<file path="src/rtl/dkong_scandoubler.sv">
// dkong_scandoubler
//   Line-doubling scan converter for the Donkey Kong video pipeline. Each
//   active arcade line (up to 256 pixels, 8-bit RGB 3:3:2) is captured into
//   one half of a ping-pong line buffer. Meanwhile the other half is replayed
//   twice at double line rate with locally generated hsync, vsync and data
//   enable. The output line counter is re-phased to every arcade line start,
//   so the two replays fill exactly one arcade line period.
//
// Ports
//   clk, rst_n          system clock, synchronous active-low reset
//   htiming[9:0]        arcade horizontal counter 0..767 (line start = 767->0)
//   vblk                arcade vertical blank (rising edge arms vsync)
//   video_valid         one-clk strobe per active input pixel
//   r_in/g_in/b_in      pixel colour, qualified by video_valid
//   vga_r/vga_g/vga_b   output colour, forced to 0 outside the active span
//   vga_de              output pixel active
//   vga_hs, vga_vs      syncs, active level set by HS_POL / VS_POL
//
// All outputs leave through the same 2-stage read pipeline (decode ->
// RAM address -> data/DE), so colour, DE and both syncs stay aligned.

// One line buffer bank. It has a single write port and a single registered
// read port. The read register clears when the port is not enabled. Because
// of that, the top can OR the bank outputs together instead of muxing them.
module dkong_linebuf #(
  parameter int AW = 8,
  parameter int DW = 8
) (
  input  logic          clk,
  input  logic          rst_n,
  input  logic          we,
  input  logic [AW-1:0] wr_addr,
  input  logic [DW-1:0] wr_data,
  input  logic          re,
  input  logic [AW-1:0] rd_addr,
  output logic [DW-1:0] rd_data
);
  logic [DW-1:0] mem [0:(1<<AW)-1];

  always_ff @(posedge clk) begin
    if (we) mem[wr_addr] <= wr_data;
  end

  always_ff @(posedge clk) begin
    if (!rst_n || !re) rd_data <= '0;
    else               rd_data <= mem[rd_addr];
  end
endmodule

module dkong_scandoubler #(
  parameter int OUT_HTOTAL = 1920,
  parameter int PIX_DIV    = 4,
  parameter int OUT_HSTART = 320,
  parameter int HS_START   = 32,
  parameter int HS_LEN     = 224,
  parameter int VS_LINES   = 2,
  parameter bit HS_POL     = 1'b0,
  parameter bit VS_POL     = 1'b0
) (
  input  logic       clk,
  input  logic       rst_n,
  input  logic [9:0] htiming,
  input  logic       vblk,
  input  logic       video_valid,
  input  logic [2:0] r_in,
  input  logic [2:0] g_in,
  input  logic [1:0] b_in,
  output logic [2:0] vga_r,
  output logic [2:0] vga_g,
  output logic [1:0] vga_b,
  output logic       vga_de,
  output logic       vga_hs,
  output logic       vga_vs
);
  localparam int NUM_BANKS = 2;
  localparam int LINE_W    = 256;
  localparam int AW        = $clog2(LINE_W);
  localparam int XW        = $clog2(OUT_HTOTAL);
  localparam int LCW       = $clog2(VS_LINES + 1);
  localparam int STAGES    = 2;

  // Horizontal decode points, sized to out_x.
  localparam logic [XW-1:0] X_LAST = XW'(OUT_HTOTAL - 1);
  localparam logic [XW-1:0] X_ACT0 = XW'(OUT_HSTART);
  localparam logic [XW-1:0] X_ACT1 = XW'(OUT_HSTART + LINE_W * PIX_DIV);
  localparam logic [XW-1:0] X_HS0  = XW'(HS_START);
  localparam logic [XW-1:0] X_HS1  = XW'(HS_START + HS_LEN);
  localparam logic [XW-1:0] X_PDIV = XW'(PIX_DIV);
  localparam logic [LCW-1:0] VS_LAST = LCW'(VS_LINES - 1);

  typedef struct packed {
    logic de;
    logic hs;
    logic vs;
  } ctl_t;

  typedef enum logic [1:0] {VS_IDLE, VS_ARMED, VS_PULSE} vs_state_t;

  // ---------------------------------------------------------------- line start
  logic [9:0] ht_d;
  logic       ls;
  logic       vblk_d;

  always_ff @(posedge clk) begin
    if (!rst_n) begin
      ht_d   <= '0;
      ls     <= 1'b0;
      vblk_d <= 1'b0;
    end else begin
      ht_d   <= htiming;
      ls     <= (ht_d == 10'd767) && (htiming == 10'd0);
      vblk_d <= vblk;
    end
  end

  // ---------------------------------------------------------------- write side
  // A strobe that coincides with ls already belongs to the new line. The bank
  // select and the address are therefore resolved as if the swap had happened.
  logic                               wr_bank;
  logic [AW:0]                        wr_x;
  logic [NUM_BANKS-1:0][AW:0]         cnt;
  logic                               wr_sel;
  logic [AW:0]                        wr_base;
  logic                               wr_ok;
  logic                               rd_bank;

  always_comb begin
    wr_sel  = ls ? ~wr_bank : wr_bank;
    wr_base = ls ? '0 : wr_x;
    // The MSB of wr_base marks a full line; extra strobes are dropped.
    wr_ok   = rst_n && video_valid && !wr_base[AW];
    rd_bank = ~wr_bank;
  end

  always_ff @(posedge clk) begin
    if (!rst_n) begin
      wr_bank <= 1'b0;
      wr_x    <= '0;
      cnt     <= '0;
    end else begin
      if (ls) begin
        wr_bank      <= ~wr_bank;
        cnt[wr_bank] <= wr_x;
      end
      wr_x <= wr_base + {{AW{1'b0}}, wr_ok};
    end
  end

  // ---------------------------------------------------------------- read timing
  // out_x runs freely at OUT_HTOTAL. Each arcade line start re-phases it, so
  // when ls stops the last captured line keeps repeating.
  logic [XW-1:0] out_x;

  always_ff @(posedge clk) begin
    if (!rst_n)               out_x <= '0;
    else if (ls)              out_x <= '0;
    else if (out_x == X_LAST) out_x <= '0;
    else                      out_x <= out_x + XW'(1);
  end

  // Decode stage (pipeline stage 0).
  logic          in_act;
  logic [XW-1:0] rel;
  logic [XW-1:0] pix;
  logic          de_c;
  logic          hs_c;
  logic          vs_c;

  always_comb begin
    in_act = (out_x >= X_ACT0) && (out_x < X_ACT1);
    rel    = out_x - X_ACT0;
    pix    = rel / X_PDIV;
    de_c   = in_act && (pix < XW'(cnt[rd_bank]));
    hs_c   = (out_x >= X_HS0) && (out_x < X_HS1);
  end

  // ---------------------------------------------------------------- vsync FSM
  // A vblk rising edge arms the pulse. The pulse opens at the next output line
  // start and stays up for VS_LINES output line starts. A rising edge seen
  // while armed or pulsing is ignored. vs_c is decoded against the same out_x
  // as hs/de, so vsync edges land exactly on out_x == 0.
  vs_state_t      vs_state, vs_next;
  logic [LCW-1:0] lcnt, lcnt_next;
  logic           line0;
  logic           vblk_rise;

  always_comb begin
    line0     = (out_x == '0);
    vblk_rise = vblk && !vblk_d;
  end

  always_ff @(posedge clk) begin
    if (!rst_n) begin
      vs_state <= VS_IDLE;
      lcnt     <= '0;
    end else begin
      vs_state <= vs_next;
      lcnt     <= lcnt_next;
    end
  end

  always_comb begin
    vs_next   = vs_state;
    lcnt_next = lcnt;
    vs_c      = 1'b0;
    unique case (vs_state)
      VS_IDLE: begin
        if (vblk_rise) vs_next = VS_ARMED;
      end
      VS_ARMED: begin
        if (line0) begin
          vs_next   = VS_PULSE;
          lcnt_next = '0;
          vs_c      = 1'b1;
        end
      end
      VS_PULSE: begin
        vs_c = 1'b1;
        if (line0) begin
          if (lcnt == VS_LAST) begin
            vs_next = VS_IDLE;
            vs_c    = 1'b0;
          end else begin
            lcnt_next = lcnt + LCW'(1);
          end
        end
      end
      default: vs_next = VS_IDLE;
    endcase
  end

  // ---------------------------------------------------------------- pipeline
  // Stage 1 holds the RAM address/bank. Stage 2 is the RAM output register
  // (inside the banks) plus the aligned control bits.
  ctl_t [STAGES:1] ctl_pipe;
  logic [AW-1:0]   rd_addr;
  logic            rd_bank_q;

  always_ff @(posedge clk) begin
    if (!rst_n) begin
      ctl_pipe  <= '0;
      rd_addr   <= '0;
      rd_bank_q <= 1'b0;
    end else begin
      ctl_pipe[1] <= '{de: de_c, hs: hs_c, vs: vs_c};
      for (int s = 2; s <= STAGES; s++) ctl_pipe[s] <= ctl_pipe[s-1];
      rd_addr   <= pix[AW-1:0];
      rd_bank_q <= rd_bank;
    end
  end

  logic [NUM_BANKS-1:0][7:0] bank_q;

  for (genvar b = 0; b < NUM_BANKS; b++) begin : g_bank
    dkong_linebuf #(.AW(AW), .DW(8)) u_buf (
      .clk     (clk),
      .rst_n   (rst_n),
      .we      (wr_ok && (wr_sel == 1'(b))),
      .wr_addr (wr_base[AW-1:0]),
      .wr_data ({r_in, g_in, b_in}),
      .re      (ctl_pipe[1].de && (rd_bank_q == 1'(b))),
      .rd_addr (rd_addr),
      .rd_data (bank_q[b])
    );
  end

  // At most one bank read register is non-zero, so OR-merge is a bank mux.
  logic [7:0] pix_q;

  always_comb begin
    pix_q = '0;
    for (int b = 0; b < NUM_BANKS; b++) pix_q = pix_q | bank_q[b];
  end

  assign {vga_r, vga_g, vga_b} = pix_q;
  assign vga_de = ctl_pipe[STAGES].de;
  assign vga_hs = ctl_pipe[STAGES].hs ? HS_POL : ~HS_POL;
  assign vga_vs = ctl_pipe[STAGES].vs ? VS_POL : ~VS_POL;
endmodule

</file>
<file path="config.mk">
export PLATFORM = sky130hd
export DESIGN_NAME = dkong_scandoubler
export DESIGN_NICKNAME = d
export VERILOG_FILES = /design/src/rtl/dkong_scandoubler.sv
export SDC_FILE = /design/constraint.sdc
export NUM_CORES = 2
export LEC_CHECK = 0
export BUFFER_PORTS_ARGS = -buffer_cell sky130_fd_sc_hd__buf_2
export CAP_MARGIN = 30
export CORE_ASPECT_RATIO = 0.8
export CORE_MARGIN = 8
export CORE_UTILIZATION = 35
export CTS_BUF_LIST = sky130_fd_sc_hd__clkbuf_16
export CTS_CLUSTER_DIAMETER = 200
export CTS_CLUSTER_SIZE = 8
export DETAILED_ROUTE_END_ITERATION = 6
export GPL_ROUTABILITY_DRIVEN = 0
export GPL_TIMING_DRIVEN = 0
export HOLD_SLACK_MARGIN = 0.08
export PLACE_DENSITY = 0.46
export SLEW_MARGIN = 30
export SYNTH_ARGS = -nofsm -noshare
export SYNTH_HDL_FRONTEND = slang
export SYNTH_SLANG_ARGS = --single-unit
</file>
<file path="constraint.sdc">
create_clock -name clk -period 9.3 [get_ports clk]
set_clock_uncertainty 0.05 [all_clocks]
set_input_delay 1.395 -clock clk [delete_from_list [all_inputs] [get_ports clk]]
set_output_delay 1.395 -clock clk [all_outputs]
set_load 0.01 [all_outputs]
</file>
==> impl_table.tex <==
\begin{tabular}{lr}
\hline
Metric & Value \\
\hline
\multicolumn{2}{l}{\textbf{Outcome}} \\
\quad Result of the run & complete, but fails checks \\
\quad Failing checks & DRC \\
\multicolumn{2}{l}{\textbf{Pwr}} \\
\quad Power per Cell Area & 220.2 mW/mm² \\
\quad Max VDD drop & 0.1822 mV \\
\quad Share of power burned in the clock network & 47.2\% \\
\quad Static Leak & 57.25 nW \\
\quad Combinational group share of total power & 3.0\% \\
\quad Switching part of the total & 22.00\% \\
\quad Register share of total power & 49.8\% \\
\quad Overall Power & 0.04159 W \\
\quad Switching power summed over all nets & 0.009148 W \\
\quad Total internal power & 0.03244 W \\
\multicolumn{2}{l}{\textbf{Finish}} \\
\quad Highest-count cells in the layout ignoring fill and taps & 4096 x edfxtp\_1, 1089 x mux4\_2, 593 x clkbuf\_16, 550 x nor2\_1, 201 x o22ai\_1 \\
\quad Area of the multi-input gates & 0.03420 mm² \\
\quad Commonest non-fill, non-tap cell in the layout & edfxtp\_1 \\
\quad Syn-to-layout area delta & 17.65\% \\
\quad Total of fill cells in the finished design & 39630 \\
\quad Post-layout nets & 8182 \\
\quad End-of-flow core utilization & 41.33\% \\
\quad Fraction of final layout cells with drive strength greater than 1 & 29.82\% \\
\quad Register Area & 0.1247 mm² \\
\multicolumn{2}{l}{\textbf{Synth}} \\
\quad Proportion of synthesized flip-flops having asynchronous set or reset & 0\% \\
\quad Instance count of the mapped netlist & 7368 \\
\quad Post-synth net total & 7411 \\
\quad Number of flops mapped to enable cells by yosys & 4096 \\
\quad Netlist Area Pre-Place & 0.1605 mm² \\
\quad Portion of synthesized cell area occupied by the leading cell type & 76.63\% \\
\quad Avg Cell Area, Syn & 21.79 µm² \\
\quad Synth area leader & edfxtp\_1 \\
\quad Number of flip-flops and latches in the synthesized netlist & 4182 \\
\quad Synth warnings & 0 \\
\quad Synth Flop Type & edfxtp\_1 \\
\quad Synth area leaders & edfxtp\_1 77\%, mux4\_2 15\%, nor2\_1 1.6\% \\
\quad Seq/Total Area, Yosys & 77.70\% \\
\quad Yosys cell types & 59 \\
\multicolumn{2}{l}{\textbf{CTS}} \\
\quad Clock root buffer & clkbuf\_16 \\
\quad Clock tree from TritonCTS & built \\
\quad Cts repair resizes & 0 \\
\quad TritonCTS sink count & 4182 \\
\quad Depth of the CTS H-tree & 6 \\
\quad CTS hold repair buffers & 0 \\
\quad Latest clock arrival within the worst-skew pair & 1.07 ns \\
\quad Clock transition at the register clock pins on the worst setup and hold paths after CTS & 0.05 ns \\
\quad Number of buffers inserted to repair setup after CTS & 0 \\
\quad Bufs on Longest Clock Path & 4 \\
\quad Number of buffers inserted during clock tree synthesis & 592 \\
\multicolumn{2}{l}{\textbf{GRT}} \\
\quad GRT Resource Usage Total & 25.31\% \\
\quad Antenna violations before repair & 77 \\
\quad Vias in the first global route & 82800 \\
\quad Congestion Overflow GR & 0 \\
\quad First-pass GRT wire length & 810000 µm \\
\quad Maximum number of pins on one net before global-route repair & 117 \\
\multicolumn{2}{l}{\textbf{Critical path}} \\
\quad Type of the setup path with the least slack & reg -> reg \\
\quad Required time worst endpoint & 10.24 ns \\
\quad Critical path arrival & 7.24 ns \\
\quad Critical-path maximum fanout & 10 \\
\quad Element type at the critical path start & register \\
\quad Endpoint class of the critical path & register \\
\multicolumn{2}{l}{\textbf{Routing}} \\
\quad Initial DRC count & 14240 \\
\quad Routed length per placed instance & 43.77 µm \\
\quad Number of antenna-violating nets in the routed design & 0 \\
\quad First-pass detailed-route iteration total & 7 \\
\quad Detailed-route via count & 86830 \\
\quad Average via count per standard cell & 6.052 \\
\quad Total routed wirelength & 627900 µm \\
\quad DRC violation count after routing & 3 \\
\multicolumn{2}{l}{\textbf{Placed design}} \\
\quad Post-detailed-placement half-perimeter wirelength & 444400 µm \\
\quad Number of port buffers & 32 \\
\multicolumn{2}{l}{\textbf{Floorplanning}} \\
\quad Core area & 0.4569 mm² \\
\quad Die boundary width & 773.2 µm \\
\quad Total die area & 0.4807 mm² \\
\quad Die H & 621.7 µm \\
\quad Number of top-level pins & 33 \\
\quad Starting utilization of the core area & 35.13\% \\
\quad Number of placement rows & 222 \\
\multicolumn{2}{l}{\textbf{Timing}} \\
\quad Final Hold Vio Count & 0 \\
\quad Setup repair after global routing missed its margin & no \\
\quad Count of final setup violators & 0 \\
\quad Ratio of final minimum period to clock period & 67.77\% \\
\quad Slew of the pin with the lowest slew margin & 1.192 ns \\
\quad Slew Limit Fails & 0 \\
\quad Max Clock Freq & 158.7 MHz \\
\quad Minimum clock period after layout & 6.302 ns \\
\quad Max-Slew Margin vs Limit & 20.27\% \\
\multicolumn{2}{l}{\textbf{Worst hold path}} \\
\quad Class of the most critical hold timing path & reg -> reg \\
\multicolumn{2}{l}{\textbf{Run}} \\
\quad Maximum capacitance violations & 0 \\
\hline
\end{tabular}
[final timing paths]
check,start,to,slack (ns),cells after the start
setup reg to reg,rd_addr[1]$_SDFF_PN0_,g_bank[0].u_buf.rd_data[7]$_SDFF_PP0_,3.00,11
hold reg to reg,ctl_pipe[0]$_SDFF_PN0_,ctl_pipe[3]$_SDFF_PN0_,0.40,1
hold / removal,ctl_pipe[0]$_SDFF_PN0_,ctl_pipe[3]$_SDFF_PN0_,0.40,1
setup / recovery,rd_addr[1]$_SDFF_PN0_,g_bank[0].u_buf.rd_data[7]$_SDFF_PP0_,3.00,11
[flip-flops by register name (all words and copies together) (netlist names), 5 cells and up]
name / cells
g_bank.u_buf.mem: 4096
cnt: 18
g_bank.u_buf.rd_data: 16
out_x: 11
ht_d: 10
wr_x: 9
rd_addr: 8
ctl_pipe: 5
[synth_stat cells (all sizes together) (2+ instances only)]
| cell | count |
|---|---|
| a2111oi | 26 |
| a211oi | 39 |
| a21boi | 3 |
| a21oi | 21 |
| a22o | 2 |
| a22oi | 4 |
| a31oi | 2 |
| and2 | 32 |
| and3 | 15 |
| buf | 199 |
| clkbuf | 239 |
| dfxtp | 86 |
| edfxtp | 4096 |
| ha | 21 |
| inv | 18 |
| mux2 | 19 |
| mux2i | 106 |
| mux4 | 1089 |
| nand2 | 100 |
| nand2b | 13 |
| nand3 | 45 |
| nand3b | 3 |
| nand4 | 10 |
| nor2 | 688 |
| nor2b | 66 |
| nor3 | 34 |
| nor3b | 2 |
| nor4 | 39 |
| o211ai | 18 |
| o21a | 2 |
| o21ai | 40 |
| o21bai | 2 |
| o22ai | 201 |
| o2bb2ai | 13 |
| o311ai | 13 |
| or2 | 10 |
| or3 | 5 |
| or4 | 14 |
| or4b | 2 |
| xnor2 | 10 |
| xor2 | 9 |
[cell families (layout without fill, tap and decap cells)]
family	after synthesis	count (layout)	share of synthesized area, %
flops	4182	4182	77.70
mux	1214	1214	16.07
simple gates	1082	1082	2.955
buf+inv	456	1334	1.366
compound gates	394	394	1.640
fa+ha+maj	21	21	0.1637
xor+xnor	19	19	0.1037
other cells	0	53	0
[per-layer routing]
| metal | wire length [µm] | track usage (%) |
|---|---|---|
| met4 | 23710 | 8.405 |
| met5 | 832 | 0.8412 |
| met1 | 263900 | 36.51 |
| met3 | 78560 | 9.172 |
| met2 | 260900 | 35.26 |
[per-stage QoR]
step           setup TNS [ns]  cell area (µm²)  std cells  worst slack, ns  hold WS [ns]
6_report                    0           188900      14350            2.998        0.3978
5_1_grt                     0           188700      14300            3.214        0.4119
4_1_cts                     0           188600      14290            3.166        0.3983
3_5_place_dp                0           172300      13590            3.218        0.3748
3_3_place_gp         -3167.48           168200      13450           -1.409        0.3760
2_1_floorplan               0           160500       7368            5.950        0.3619
[power groups by stage]
stage	Sequential [W]	Combinational [W]	Clock, W
2_1_floorplan	0.0211	0.000378	0
3_5_place_dp	0.0211	0.00121	0
6_report	0.0207	0.00124	0.0196
3_3_place_gp	0.0213	0.00109	0
5_1_grt	0.0207	0.00125	0.0205
4_1_cts	0.0207	0.00121	0.0198
[cell type report]
type	instances	area share, %
Tap cell	6048	4.007
Buffer	438	1.266
Clock inverter	108	0.7612
Clock buffer	593	7.858
Timing Repair Buffer	177	1.853
Multi-Input combinational cell	2730	18.11
Sequential cell	4182	66.04
Antenna cell	53	0.07023
Inverter	18	0.03578
[worst max-delay path, cell delays in order (launching register included)]
cell	delay, ns
dfxtp_1	0.30
buf_2	0.48
buf_2	0.46
buf_4	0.62
buf_4	0.63
buf_2	0.82
clkbuf_2	0.62
mux4_2	0.36
o22ai_1	0.13
nor3_1	0.76
o211ai_1	0.55
nand4_1	0.27
Note: power is estimated with default switching activity, not from simulation.
